$ cat src/rtl/alu_share_arbiter.sv
// Round-robin arbiter sharing one registered-output ALU among NUM_REQ requesters.
// Optional build macro ALU_ARB_URGENT_EN adds req_urgent priority filtering ahead of round-robin.

package alu_defs_pkg;
  typedef enum logic [4:0] {
    ADD    = 5'd0,
    SUB    = 5'd1,
    SLL    = 5'd2,
    SLT    = 5'd3,
    SLTU   = 5'd4,
    XOR    = 5'd5,
    SRL    = 5'd6,
    SRA    = 5'd7,
    OR     = 5'd8,
    AND    = 5'd9,
    MUL    = 5'd10,
    MULH   = 5'd11,
    MULHSU = 5'd12,
    MULHU  = 5'd13,
    DIV    = 5'd14,
    DIVU   = 5'd15,
    REM    = 5'd16,
    REMU   = 5'd17
  } op_t;
endpackage

module alu_share_arbiter
  import alu_defs_pkg::*;
#(
  parameter  int NUM_REQ = 4,
  localparam int ID_W    = $clog2(NUM_REQ)
) (
  input  logic                clk,
  input  logic                rst,
  input  logic [NUM_REQ-1:0]  req_valid,
  output logic [NUM_REQ-1:0]  req_ready,
  input  op_t                 req_op   [NUM_REQ],
  input  logic signed [31:0]  req_src1 [NUM_REQ],
  input  logic signed [31:0]  req_src2 [NUM_REQ],
`ifdef ALU_ARB_URGENT_EN
  input  logic [NUM_REQ-1:0]  req_urgent,
`endif
  output logic                rsp_valid,
  input  logic                rsp_ready,
  output logic [ID_W-1:0]     rsp_id,
  output logic [31:0]         rsp_data,
  output op_t                 alu_op,
  output logic signed [31:0]  alu_src1,
  output logic signed [31:0]  alu_src2,
  input  logic [31:0]         alu_res,
  output logic                busy
);

  typedef enum logic [1:0] {
    IDLE   = 2'd0,
    ISSUED = 2'd1,
    HOLD   = 2'd2
  } state_t;

  state_t              state_reg;
  logic [ID_W-1:0]     rr_ptr_reg;
  logic [ID_W-1:0]     pend_id_reg;
  logic [ID_W-1:0]     hold_id_reg;
  logic [31:0]         hold_data_reg;

  logic [NUM_REQ-1:0]  elig;
  logic [NUM_REQ-1:0]  gnt_oh;
  logic [ID_W-1:0]     gnt_id;
  logic [ID_W-1:0]     scan_idx;
  int                  scan_sum;
  logic                found;
  logic                stall;
  logic                issue;

  assign stall = (state_reg == HOLD) | ((state_reg == ISSUED) & ~rsp_ready);

`ifdef ALU_ARB_URGENT_EN
  logic any_urgent;
  assign any_urgent = |(req_valid & req_urgent);
`endif

  // Eligible set: urgent requesters mask out the rest when any of them is valid.
  generate
    for (genvar gi = 0; gi < NUM_REQ; gi++) begin : g_elig
`ifdef ALU_ARB_URGENT_EN
      assign elig[gi] = req_valid[gi] & (req_urgent[gi] | ~any_urgent);
`else
      assign elig[gi] = req_valid[gi];
`endif
    end
  endgenerate

  // Scan from the slot after the last winner, wrapping modulo NUM_REQ.
  always_comb begin
    gnt_oh   = '0;
    gnt_id   = '0;
    found    = 1'b0;
    scan_sum = 0;
    scan_idx = '0;
    if (!rst && !stall) begin
      for (int k = 1; k <= NUM_REQ; k++) begin
        scan_sum = int'(rr_ptr_reg) + k;
        scan_idx = ID_W'(scan_sum % NUM_REQ);
        if (!found && elig[scan_idx]) begin
          found            = 1'b1;
          gnt_oh[scan_idx] = 1'b1;
          gnt_id           = scan_idx;
        end
      end
    end
  end

  assign issue     = |gnt_oh;
  assign req_ready = gnt_oh;

  // Idle bus parks at ADD 0,0 so the ALU inputs do not toggle.
  always_comb begin
    alu_op   = ADD;
    alu_src1 = '0;
    alu_src2 = '0;
    for (int i = 0; i < NUM_REQ; i++) begin
      if (gnt_oh[i]) begin
        alu_op   = req_op[i];
        alu_src1 = req_src1[i];
        alu_src2 = req_src2[i];
      end
    end
  end

  always_ff @(posedge clk or posedge rst) begin
    if (rst) begin
      state_reg     <= IDLE;
      rr_ptr_reg    <= ID_W'(NUM_REQ - 1);
      pend_id_reg   <= '0;
      hold_id_reg   <= '0;
      hold_data_reg <= '0;
    end else begin
      if (issue) begin
        rr_ptr_reg  <= gnt_id;
        pend_id_reg <= gnt_id;
      end
      case (state_reg)
        IDLE: begin
          if (issue) state_reg <= ISSUED;
        end
        ISSUED: begin
          if (rsp_ready) begin
            state_reg <= issue ? ISSUED : IDLE;
          end else begin
            hold_data_reg <= alu_res;
            hold_id_reg   <= pend_id_reg;
            state_reg     <= HOLD;
          end
        end
        HOLD: begin
          if (rsp_ready) state_reg <= IDLE;
        end
        default: state_reg <= IDLE;
      endcase
    end
  end

  always_comb begin
    rsp_valid = 1'b0;
    rsp_data  = '0;
    rsp_id    = '0;
    case (state_reg)
      ISSUED: begin
        rsp_valid = 1'b1;
        rsp_data  = alu_res;
        rsp_id    = pend_id_reg;
      end
      HOLD: begin
        rsp_valid = 1'b1;
        rsp_data  = hold_data_reg;
        rsp_id    = hold_id_reg;
      end
      default: ;
    endcase
  end

  assign busy = (state_reg != IDLE);

endmodule

$ cat config.mk
export PLATFORM = sky130hd
export DESIGN_NAME = alu_share_arbiter
export DESIGN_NICKNAME = d
export VERILOG_FILES = /design/src/rtl/alu_share_arbiter.sv
export SDC_FILE = /design/constraint.sdc
export NUM_CORES = 1
export LEC_CHECK = 0
export BUFFER_PORTS_ARGS = -buffer_cell sky130_fd_sc_hd__clkbuf_2
export CAP_MARGIN = 10
export CORE_AREA = 2 2 163 165
export CTS_BUF_LIST = sky130_fd_sc_hd__clkbuf_8
export DETAILED_ROUTE_END_ITERATION = 10
export DIE_AREA = 0 0 165 167
export PLACE_DENSITY_LB_ADDON = 0.1
export SYNTH_ARGS = -nofsm -noshare
export SYNTH_HDL_FRONTEND = slang
export SYNTH_SLANG_ARGS = --single-unit
$ cat constraint.sdc
create_clock -name clk -period 3.06 [get_ports clk]
set_input_delay 0.153 -clock clk [delete_from_list [all_inputs] [get_ports clk]]
set_output_delay 0.153 -clock clk [all_outputs]
set_load 0.005 [all_outputs]
## Word level (Yosys, flattened, before mapping)

Index checks and enable logic that the tools add are counted.

| word-level totals | value |
|---|---|
| memories kept | 0 |
| bits in writable memories | 0 |
| bits in latches | 0 |
| flip-flop bits (word level) | 40 |
| input port bits | 315 |
| output and inout port bits | 109 |
| ROM bits | 0 |

| operators by class | value |
|---|---|
| multiplexer cells | 55 |
| multiply operators | 0 |
| add/subtract/negate cells | 4 |
| eq/ne operators | 4 |
| divide/modulo/power cells | 0 |
| bitwise operators | 6 |
| $lt $le $gt $ge | 8 |
| shifts and indexed selects | 0 |
| reductions and logical operators | 19 |

Operators with widths:

| kind | number |
|---|---|
| 32-bit two-way mux | 8 |
| 32-bit case mux with 2 select lines | 1 |
| 4-bit two-way mux | 8 |
| 5-bit two-way mux | 4 |
| 1-bit two-way mux | 16 |
| 2-bit two-way mux | 8 |
| 2-bit by 3-bit < comparator with 1-bit output, second input constant | 4 |
| 4-bit OR | 3 |
| 1-bit binary-select mux with 2-bit select | 4 |
| 1-bit demux with 2-bit select | 4 |
| 2-bit by 1-bit >= comparator with 1-bit output, second input constant | 4 |
| 1-bit logical AND | 8 |
| 2-bit case mux with 3 select lines | 1 |
| 1-bit logical NOT | 5 |
| 2-bit by 1-bit adder with 2-bit output, second input constant | 2 |
| 2-bit adder, second input constant | 2 |
| 2-bit != test, second input constant | 2 |
| 2-bit case mux with 2 select lines | 1 |
| 2-bit AND reduction | 2 |
| 4-bit OR reduction | 1 |
| 2-bit by 1-bit == test with 1-bit output, second input constant | 1 |
| 2-bit == test, second input constant | 1 |
| 2-bit logical NOT | 1 |
| 2-bit nonzero test | 1 |
| 4 further kinds | 4 |

## Depth between registers and ports, before layout

Gate-level depths: netlist (run 1).

| depth | value |
|---|---|
| depth after elaboration | 22 |
| depth in mapped cells | 12 |
| gate-level depth less buffers | 8 |

## Worst setup path after synthesis (run 1)

OpenSTA, ideal clock, no wires.

| path | value |
|---|---|
| path type | register -> output |
| from | register rr_ptr_reg[0] |
| to | output alu_op[0] |
| setup slack | -0.216 ns |
| required time | 2.907 ns |
| arrival | 3.123 ns |
| cell stages (with the launch flop) | 13 |
| path through | dfstp_2 buf_6 clkbuf_1 inv_1 ha_1 mux4_2 a21oi_1 a2bb2oi_2 o21ai_2 clkbuf_1 clkbuf_1 nor2_1 a211oi_2 |

| on the way | value |
|---|---|
| word-level cells in the longest chain between the ends | 21 |
| elaborated cells between the ends (all ways) | 59 |
| classes of those cells | 4 x add/sub; 8 x order compare; 34 x mux; 3 x bitwise; 10 x reduce/logical |

Ends and longest elaborated chain:

| item | RTL line | RTL |
|---|---|---|
| start: declaration | 61 | `logic [ID_W-1:0] rr_ptr_reg;` |
| start signal: assignment | 133 | `rr_ptr_reg <= ID_W'(NUM_REQ - 1);` |
| start signal: assignment | 139 | `rr_ptr_reg <= gnt_id;` |
| branches (longest 15 deep; another with 2-bit by 3-bit < comparator with 1-bit output) | n/a |  |
| 4-bit two-way mux (*) | 104 | `if (!found && elig[scan_idx]) begin` |
| 4-bit two-way mux (*) | 100 | `if (!rst && !stall) begin` |
| 5-bit two-way mux (3 in a row) | 122 | `if (gnt_oh[i]) begin` |
| 5-bit two-way mux (*) | 122 |  |
| end: declaration | 47 | `output op_t alu_op,` |

Mark *: on every way between the ends. The select of a mux whose other input is x is not followed.

## Worst setup path after layout (run 1)

| path | value |
|---|---|
| from | register rr_ptr_reg[0] |
| to | output alu_src1[23] |

| on the way | value |
|---|---|
| word-level cells in the longest chain between the ends | 21 |
| elaborated cells between the ends (all ways) | 59 |
| classes of those cells | 4 x add/sub; 8 x order compare; 34 x mux; 3 x bitwise; 10 x reduce/logical |

Ends and longest elaborated chain:

| item | RTL line | RTL |
|---|---|---|
| branches (longest 15 deep; another with 2-bit by 3-bit < comparator with 1-bit output) | n/a |  |
| 4-bit two-way mux (*) | 104 |  |
| 4-bit two-way mux (*) | 100 |  |
| 32-bit two-way mux (3 in a row) | 122 |  |
| 32-bit two-way mux (*) | 122 |  |
| end: declaration | 48 | `output logic signed [31:0] alu_src1,` |

Marked as above.

==> results of run 1 <==
## final cells by class
cell class | count | area (um^2)
Tap cell | 335 | 419
Sequential cell | 40 | 1000
Clock buffer | 5 | 68.8
Inverter | 13 | 48.8
Antenna cell | 4 | 10.0
Timing Repair Buffer | 532 | 3630
Clock inverter | 3 | 38.8
Fill cell | 2685 | 15900
Multi-Input combinational cell | 473 | 4610
## layer usage
layer | wire length (um) | part of all wire | vias to the layer above
met2 | 15800 | 0.53 | 238
met3 | 1590 | 0.053 | 34
met5 | 0 | 0 | -
li1 | - | - | 3288
met4 | 624 | 0.021 | 0
met1 | 11600 | 0.39 | 3426
## per-stage QoR
stage               std cells  TNS (ns)  hold slack [ns]  power [uW]  setup WS [ns]
finish                   1405    -10.15            0.105       12800         -0.215
global route             1405    -17.57            0.100       13700         -0.310
CTS                      1374    -12.01           0.0922       11200         -0.225
detailed placement       1357    -0.561           0.0958        9700         -0.155
global placement         1357    -0.556            0.109        9760         -0.156
floorplan                 600         0            0.305        5710         0.0426
## layout by cell type (no fill, tap or decap), types with 5 or more instances in the layout
cell type    n
inv_1       13
nand2_1      7
o21ai_0      6
nor3b_1     35
mux2_2      35
buf_4       49
buf_2       51
nor3b_4      7
ha_1        10
a32oi_4      5
clkbuf_16   10
buf_12      25
a211oi_2    55
clkbuf_2   366
a211oi_4     5
buf_8        7
clkbuf_8     5
a22oi_1     35
buf_6       20
nor2b_1     35
a211oi_1    10
a32oi_2     30
dfrtp_1     38
nor2_1      72
a32oi_1     35
nor3b_2     28
## power by group through the flow
stage | Combinational [uW] | Clock (uW) | Sequential, uW
finish | 11400 | 427 | 969
global route | 12200 | 458 | 1000
CTS | 9800 | 445 | 966
detailed placement | 8730 | 0 | 971
global placement | 8790 | 0 | 970
floorplan | 4770 | 0 | 939
## worst max-delay path, stage by stage, from the launching register on
cell and delay (ns):
dfstp_2 0.60, mux4_2 0.60, or3b_4 0.42, a2bb2oi_4 0.17
buf_6 0.12, nor2_4 0.05, buf_12 0.13, buf_16 0.14
buf_8 0.13, a32oi_1 0.23, a211oi_2 0.10, buf_2 0.13
## cells by family (layout without fill, tap and decap cells)
family	Yosys count	in the layout	share of synthesized area
buffers and inverters	87	553	0.0799
multiplexers	43	43	0.0992
adder cells (fa/ha/maj)	11	11	0.0266
flip-flops	40	40	0.194
AND/OR/NAND/NOR	205	205	0.228
other	0	4	0
AO/OA/AOI/OAI	214	214	0.373
## final timing paths
kind | end | start | slack [ns]
worst max-delay path | alu_src1[23] | rr_ptr_reg[0] | -0.22
worst min register to register | hold_data_reg[10] | hold_data_reg[10] | 0.51
worst min-delay path | hold_data_reg[11] | alu_res[11] | 0.11
max in group asynchronous | state_reg[0] | rst | 1.99
worst max register to register | pend_id_reg[1] | rr_ptr_reg[0] | 0.13
min in group asynchronous | hold_data_reg[17] | rst | 0.34
## cells in the mapped netlist, types with 2 or more instances
library cell,number
nor3_1,3
a211oi_1,30
a22oi_1,35
dfrtp_1,38
ha_1,11
a32oi_1,70
o2bb2ai_1,2
or3b_1,4
buf_1,2
clkbuf_1,46
mux4_2,3
nor2b_1,36
or3_1,4
a2bb2oi_2,2
o21ai_1,3
a211oi_2,40
nand2_1,7
buf_4,7
o21a_1,5
a21oi_1,6
or2_2,2
buf_2,13
mux2i_1,3
o21ai_0,6
o31ai_1,2
buf_6,6
inv_1,13
nor2_1,73
mux2_2,37
dfstp_2,2
nor3b_1,70
## repair_timing
| item | 4_1_cts | 5_1_grt |
|---|---|---|
| endpoints found under the hold margin | 4 | 0 |
| cloned | 3 | 15 |
| pin swaps | 30 | 72 |
| resized for setup | 67 | 166 |
| setup buffers | 7 | 14 |
| hold buffers | 1 | 0 |
| setup endpoints to repair | 69 | 69 |
==> results.md, run 1 <==
- Run status: finished with violations
- Violated checks: setup timing
- Fraction of the yosys area taken by sequential cells: 0.194
- Share of power burned in registers: 0.076
- Number of cell instances on the worst register-to-register path: 10
- Switching fraction of total power: 0.457
- Number of top-level pins: 424
- Hold violation count in the final report: 0
- Mapped Avg Cell Area: 8.64 um^2
- Max cap viols: 0
- Gate count of the mapped netlist: 600
- WL per Instance: 21.1 um
- Pin count of the biggest net entering global routing: 58
- Highest fanout seen on the critical path: 7
- Worst vdd rail ir drop: 0.710 mV
- Share of the clock period used by the worst path after layout: 1.07
- Total net switching power: 5860 uW
- Final Max Tran Viols: 0
- Count of input and output buffers: 423
- Area delta synth->final: 89.6%
- Time the worst path needs with I/O delays and setup: 3.28 ns
- Clock latency of the later-clocked register in the worst-skew pair: 0.29 ns
- Overall routing resource usage: 0.179
- Final setup margin: -0.215 ns
- Antenna violations before repair: 4
- Path class of the lowest-slack min-delay path: in2reg
- Master cell of the clock root buffer: clkbuf_8
- Portion of total power attributed to the clock network: 0.033
- Cell internal pwr: 6970 uW
- Cell area after placement: 8200 um^2
- Die boundary height: 167 um
- Via total after detailed routing: 6,986
- Clock tree buffer depth: 2
- Die Span X: 165 um
- Total grt overflow: 0
- Unrepaired setup endpoints after global routing: yes
- Floorplan die area: 27,600 um^2
- Depth of the CTS H-tree: 2
- Number of flip-flops under the largest register name: 32
- Capturing element type of the critical path: primary output
- Initial DRC count: 348
- Global routing usage on met2: 0.337
- Synth top area cells: dfrtp_1, a32oi_1, nor3b_1
- Syn_nets: 926
- FF+latch count, synth: 40
- Cell taking the most area after synthesis: dfrtp_1
- Final standard cell utilization of the core: 0.381
- Combinational power share: 0.891
- Post-synth EDFFs: 0
- Starting Density: 0.201
- PD cells: 1310 nW/um^2
- Setup violations, final: 69
- Worst Hold Depth: 2
- First-pass GRT wire length: 38,400 um
- NumNets Final: 1,391
- Final wirelength: 29,700 um
- Slew headroom: 0.677
- Met3 track utilization from global routing: 0.0274
- Required time at the worst-slack endpoint: 2.91 ns
- Worst Path Arrival: 3.12 ns
- Final standard cell area without fillers: 9830 um^2
- Highest clock rate: 0.305 GHz
- Total standard cell area after synthesis: 5180 um^2
- Setup skew after layout: 0.00550 ns
- Ratio of routed vias to standard cells: 4.97
- WS Path Type: reg2out
- Number of global-route vias before repair: 6,732
- Placed wire-length estimate after detailed placement: 20,700 um
- Number of distinct standard cells referenced by the synthesized netlist: 50
- Worst slew pin tran: 0.480 ns
- Synthesis warning total: 0
- Routability cong.: 0.936
- Post-synth ARST share: 1.00
- Top_reg_cell synth: dfrtp_1
- CTS tree: done
- Site row count: 59
- CTS clock-pin slew for the worst setup and hold paths: 0.08 ns
- Met1 track utilization from global routing: 0.204
- Area of the core: 25,800 um^2
- Top cell type's share of synthesized area: 0.183
- Static leakage: 0.00440 uW
- DRT Pass-1 Iters: 4
- Gr busiest metal: met2
- Clock tree sinks: 40
- Share of cells above drive strength 1: 0.691
- Count of antenna-violating nets left after detailed routing: 0
- DR DRC count: 0
- Inserted Clock Buffers: 5
- Launching element type of the critical path: register
(Power assumes the default switching activity.)
==> inputs of run 2 (changes only) <==
--- a/constraint.sdc
+++ b/constraint.sdc
@@ -3,2 +3,2 @@
 set_output_delay 0.153 -clock clk [all_outputs]
-set_load 0.005 [all_outputs]
+set_load 0.05 [all_outputs]
==> run 2 against run 1 <==
Against the previous run:
- the flow still finishes with violations (setup timing)
- critical path type unchanged
- clock-buffer cell count increased by 1
- setup slack lost 0.13 ns
- largest cell class unchanged
- fmax down 3.9%
- via count decreased by 0.90%
- global-route usage up 2.7 points
- routed wire length is 5.1% higher
- final area up 15%
- first-iteration DRC count down 8.0%
==> results.md, run 2 (synthesis gave the netlist of run 1 again) <==
- Setup skew after layout: 0.00407 ns (was 0.00550 ns)
- Hold violation count in the final report: 0 (unchanged)
- Slew headroom: 0.573 (was 0.677)
- Capturing element type of the critical path: primary output (unchanged)
- Worst Path Arrival: 3.26 ns (was 3.12 ns)
- Max cap viols: 0 (unchanged)
- Depth of the CTS H-tree: 2 (unchanged)
- Routability cong.: 0.889 (was 0.936)
- Crit path buf inv count: 4 (was 5)
- Highest clock rate: 0.293 GHz (was 0.305 GHz)
- Final setup margin: -0.349 ns (was -0.215 ns)
- CTS clock-pin slew for the worst setup and hold paths: 0.08 ns (about the same)
- Share of the clock period used by the worst path after layout: 1.11 (was 1.07)
- Path class of the lowest-slack min-delay path: in2reg (unchanged)
- Time the worst path needs with I/O delays and setup: 3.41 ns (was 3.28 ns)
- Area of the core: 25,800 um^2 (unchanged)
- Number of flip-flops under the largest register name: 32 (unchanged)
- Antenna violations before repair: 7 (was 4)
- Area of combinational cells with multiple inputs: 5120 um^2 (was 4610 um^2)
- Run status: finished with violations (unchanged)
- Ratio of routed vias to standard cells: 4.89 (was 4.97)
- Site row count: 59 (unchanged)
- Total grt overflow: 0 (unchanged)
- Required time at the worst-slack endpoint: 2.91 ns (about the same)
- WL per Instance: 22.0 um (was 21.1 um)
- Seq. cell area: 1000 um^2 (unchanged)
- Number of global-route vias before repair: 6,917 (was 6,732)
- Starting Density: 0.201 (unchanged)
- Clock tree buffer depth: 2 (unchanged)
- Highest fanout seen on the critical path: 8 (was 7)
- Launching element type of the critical path: register (unchanged)
- NumNets Final: 1,404 (was 1,391)
- Setup violations, final: 74 (was 69)
- Clock latency of the later-clocked register in the worst-skew pair: 0.29 ns (about the same)
- Area delta synth->final: 118% (was 89.6%)
- Slowest library cell on the worst path: dfstp_2 (unchanged)
- Die boundary height: 167 um (unchanged)
- Via total after detailed routing: 6,923 (was 6,986)
- Unrepaired setup endpoints after global routing: yes (unchanged)
- Placed wire-length estimate after detailed placement: 24,200 um (was 20,700 um)
- Top Family by Delay on Critical Path: buffers and inverters (unchanged)
- Clock tree sinks: 40 (unchanged)
- CTS tree: done (unchanged)
- WS Path Type: reg2out (unchanged)
- Inserted Clock Buffers: 5 (unchanged)
- Initial DRC count: 320 (was 348)
- DRT Pass-1 Iters: 4 (unchanged)
- Cell type with the highest occurrence count on the critical path: buf_12
- Commonest non-fill, non-tap cell in the layout: clkbuf_2 (unchanged)
- Count of antenna-violating nets left after detailed routing: 0 (unchanged)
- Pin count of the biggest net entering global routing: 72 (was 58)
- CP max stage delay: 0.63 ns (was 0.60 ns)
- Worst slew pin tran: 0.639 ns (was 0.480 ns)
- Min Hold Slack: 0.101 ns (was 0.105 ns)
- Commonest cells after routing, fill and taps aside: clkbuf_2, buf_12, buf_4 (was clkbuf_2, nor2_1, a211oi_2)
- DR DRC count: 0 (unchanged)
- Final Max Tran Viols: 0 (unchanged)
- Number of top-level pins: 424 (unchanged)
- Share of cells above drive strength 1: 0.719 (was 0.691)
- Final wirelength: 31,200 um (was 29,700 um)
- First-pass GRT wire length: 43,100 um (was 38,400 um)
- Die Span X: 165 um (unchanged)
- Master cell of the clock root buffer: clkbuf_8 (unchanged)
- Overall routing resource usage: 0.205 (was 0.179)
- Crit path cell chain: mux4_2, or3b_4, a2bb2oi_4, o21ai_4, buf_12, buf_12, buf_4, nor3b_2, a211oi_4, buf_12 (was mux4_2, or3b_4, a2bb2oi_4, buf_6, nor2_4, buf_12, buf_16, buf_8, a32oi_1, a211oi_2, buf_2)
- Violated checks: setup timing (unchanged)
- Floorplan die area: 27,600 um^2 (unchanged)
- Count of input and output buffers: 423 (unchanged)
- Filler instances: 2,527 (was 2,685)
==> run 2: cell count changes in the layout (fill, tap and decap cells not counted), sizes merged <==
cell / before / now
buf: 155 / 184
clkbuf: 381 / 366
diode: 4 / 2
inv: 14 / 13
==> run 2: repair_timing <==
item	4_1_cts	5_1_grt
gates cloned	3	8
setup buffers	8	14
endpoints found under the hold margin	14	0
gates resized for setup	102	93
hold buffers	1	0
endpoints found under the setup margin	71	78
pin swaps	16	34
==> run 2: per-stage QoR <==
step / instances / worst slack [ns] / setup TNS [ns] / utilization / cell area [um^2]
2_1_floorplan: 600 / -0.275 / -8.53 / - / 5910
3_3_place_gp: 1372 / -0.117 / -3.54 / 0.378 / 9740
3_5_place_dp: 1372 / -0.152 / -4.08 / 0.378 / 9740
4_1_cts: 1392 / -0.337 / -18.84 / 0.410 / 10600
5_1_grt: 1415 / -0.459 / -29.24 / 0.439 / 11300
6_report: 1416 / -0.349 / -20.66 / 0.439 / 11300
==> run 2: worst paths after layout <==
| path | slack, ns | end | depth (start not counted) | start |
|---|---|---|---|---|
| worst min register to register | 0.51 | hold_data_reg[9] | 1 | hold_data_reg[9] |
| worst max register to register | -0.08 | pend_id_reg[1] | 11 | rr_ptr_reg[0] |
| worst min-delay path | 0.10 | hold_data_reg[27] | 2 | alu_res[27] |
| max in group asynchronous | 1.74 | hold_data_reg[20] | 4 | rst |
| worst max-delay path | -0.35 | alu_src1[5] | 10 | rr_ptr_reg[0] |
| min in group asynchronous | 0.54 | hold_data_reg[9] | 3 | rst |
==> run 2: layer usage <==
metal | wire [um] | global-route usage | part of all wire | vias to the layer above
li1 | - | - | - | 3260
met3 | 2370 | 0.0528 | 0.076 | 32
met5 | 41 | 0 | 0.0013 | -
met2 | 15400 | 0.351 | 0.50 | 272
met4 | 451 | 0.0348 | 0.014 | 6
met1 | 12900 | 0.262 | 0.41 | 3353
==> run 2: layout make-up <==
class / instances / area share
Tap cell: 335 / 0.0371
Timing Repair Buffer: 545 / 0.405
Antenna cell: 2 / 0.000443
Clock inverter: 2 / 0.00343
Multi-Input combinational cell: 473 / 0.453
Clock buffer: 6 / 0.00731
Inverter: 13 / 0.00498
Sequential cell: 40 / 0.0888
Power of run 2 is left out: the tool's default activity adds up to more than one toggle a clock period on the data nets, which glitch-free logic cannot reach.
==> inputs of run 3 (changes only) <==
- PLACE_DENSITY_LB_ADDON: 0.1 -> default
==> run 3 against run 2 <==
Against the previous run:
- the flow still finishes with violations (setup timing)
- clock skew increased by 0.0044 ns
- final area rose by 1.6%
- hold slack got worse by 0.0068 ns
- final cell count is 1.6% higher
- critical path depth grew 4
==> results.md, run 3 (synthesis gave the netlist of run 1 again) <==
- DR DRC count: 0 (unchanged)
- Setup_tns: -20.30 ns (was -20.66 ns)
- Clock latency of the later-clocked register in the worst-skew pair: 0.30 ns (was 0.29 ns)
- Highest fanout seen on the critical path: 13 (was 8)
- Run status: finished with violations (unchanged)
- Site row count: 59 (unchanged)
- First-pass GRT wire length: 42,500 um (was 43,100 um)
- Area of combinational cells with multiple inputs: 5050 um^2 (was 5120 um^2)
- Via total after detailed routing: 7,263 (was 6,923)
- Share of cells above drive strength 1: 0.713 (was 0.719)
- CTS clock-pin slew for the worst setup and hold paths: 0.08 ns (about the same)
- Slew headroom: 0.528 (was 0.573)
- Pin count of the biggest net entering global routing: 36 (was 72)
- Unrepaired setup endpoints after global routing: yes (unchanged)
- Clock tree sinks: 40 (unchanged)
- Pre-CTS setup slack: -0.114 ns (was -0.152 ns)
- Antenna violations before repair: 6 (was 7)
- Starting Density: 0.201 (unchanged)
- WL per Instance: 21.7 um (was 22.0 um)
- Overall routing resource usage: 0.200 (was 0.205)
- Final wirelength: 31,200 um (about the same)
- Min Hold Slack: 0.0943 ns (was 0.101 ns)
- Number of flip-flops under the largest register name: 32 (unchanged)
- Highest clock rate: 0.288 GHz (was 0.293 GHz)
- NumNets Final: 1,425 (was 1,404)
- Area delta synth->final: 121% (was 118%)
- Total grt overflow: 0 (unchanged)
- Time the worst path needs with I/O delays and setup: 3.47 ns (was 3.41 ns)
- Launching element type of the critical path: register (unchanged)
- Depth of the CTS H-tree: 2 (unchanged)
- Area of the core: 25,800 um^2 (unchanged)
- Floorplan die area: 27,600 um^2 (unchanged)
- Filler instances: 2,424 (was 2,527)
- Setup violations, final: 70 (was 74)
- Clock tree buffer depth: 2 (unchanged)
- Inserted Clock Buffers: 5 (unchanged)
- Routability cong.: 0.860 (was 0.889)
- Final Max Tran Viols: 0 (unchanged)
- Die boundary height: 167 um (unchanged)
- Ratio of routed vias to standard cells: 5.05 (was 4.89)
- Required time at the worst-slack endpoint: 2.91 ns (about the same)
- Count of input and output buffers: 423 (unchanged)
- Initial DRC count: 313 (was 320)
- Seq. cell area: 1000 um^2 (unchanged)
- Final setup margin: -0.413 ns (was -0.349 ns)
- CTS tree: done (unchanged)
- WS Path Type: reg2out (unchanged)
- Hold violation count in the final report: 0 (unchanged)
- Die Span X: 165 um (unchanged)
- Commonest non-fill, non-tap cell in the layout: clkbuf_2 (unchanged)
- Violated checks: setup timing (unchanged)
- Worst slew pin tran: 0.708 ns (was 0.639 ns)
- Worst Path Arrival: 3.32 ns (was 3.26 ns)
- Number of top-level pins: 424 (unchanged)
- Master cell of the clock root buffer: clkbuf_8 (unchanged)
- Number of global-route vias before repair: 7,389 (was 6,917)
- Placed wire-length estimate after detailed placement: 21,200 um (was 24,200 um)
- Share of the clock period used by the worst path after layout: 1.14 (was 1.11)
- Path class of the lowest-slack min-delay path: in2reg (unchanged)
- Max cap viols: 0 (unchanged)
- Capturing element type of the critical path: primary output (unchanged)
- Commonest cells after routing, fill and taps aside: clkbuf_2, nor2_1, buf_4 (was clkbuf_2, buf_12, buf_4)
- Setup skew after layout: 0.00848 ns (was 0.00407 ns)
- DRT Pass-1 Iters: 4 (unchanged)
- Count of antenna-violating nets left after detailed routing: 0 (unchanged)
-- run 3: critical path, cell delays in order, from the launching register on --
cell and delay, ns:
dfstp_2 0.59, buf_12 0.12, inv_8 0.03, ha_4 0.25, buf_6 0.10, mux4_2 0.38
buf_4 0.18, a21oi_4 0.12, a2bb2oi_4 0.10, o21ai_4 0.20, buf_6 0.13, buf_12 0.14
nor3b_1 0.07, a211oi_2 0.35, clkbuf_16 0.26
-- run 3: metal layers --
metal  part of all wire  track usage
met5                  0            0
met1               0.38        0.223
met4              0.031       0.0760
met2               0.51        0.358
met3              0.082       0.0570
-- run 3: path summary, 6_finish.rpt --
check                                        from                 to  slack (ns)  cells after the start
min in group asynchronous                     rst     hold_id_reg[0]        0.39                      3
worst min register to register  hold_data_reg[26]  hold_data_reg[26]        0.51                      1
worst max-delay path                rr_ptr_reg[0]        alu_src2[3]       -0.41                     14
worst min-delay path                  alu_res[17]  hold_data_reg[17]        0.09                      2
max in group asynchronous                     rst  hold_data_reg[20]        1.94                      4
worst max register to register      rr_ptr_reg[0]     pend_id_reg[1]        0.01                     13
-- run 3: cell type report --
type	count	share of cell area
flip-flops and latches	40	0.0874
diodes	5	0.00109
repair buffers	566	0.422
clock buffers	7	0.00839
inverters	13	0.00491
well taps	335	0.0365
multi-input cells	473	0.440
-- run 3: metrics by stage --
step	util	cells	area, um^2
3_3_place_gp	0.367	1372	9450
4_1_cts	0.417	1405	10700
6_report	0.446	1439	11500
5_1_grt	0.446	1439	11500
3_5_place_dp	0.367	1372	9450
2_1_floorplan	-	600	5910
-- run 3: what timing repair did --
| item | 4_1_cts | 5_1_grt |
|---|---|---|
| resized for setup | 167 | 92 |
| buffers inserted | 18 | 20 |
| hold endpoints to repair | 6 | 0 |
| setup endpoints to repair | 72 | 78 |
| pin swaps | 33 | 39 |
| cloned | 7 | 13 |
| hold buffers | 1 | 0 |
Power of run 3 is left out for the same reason.
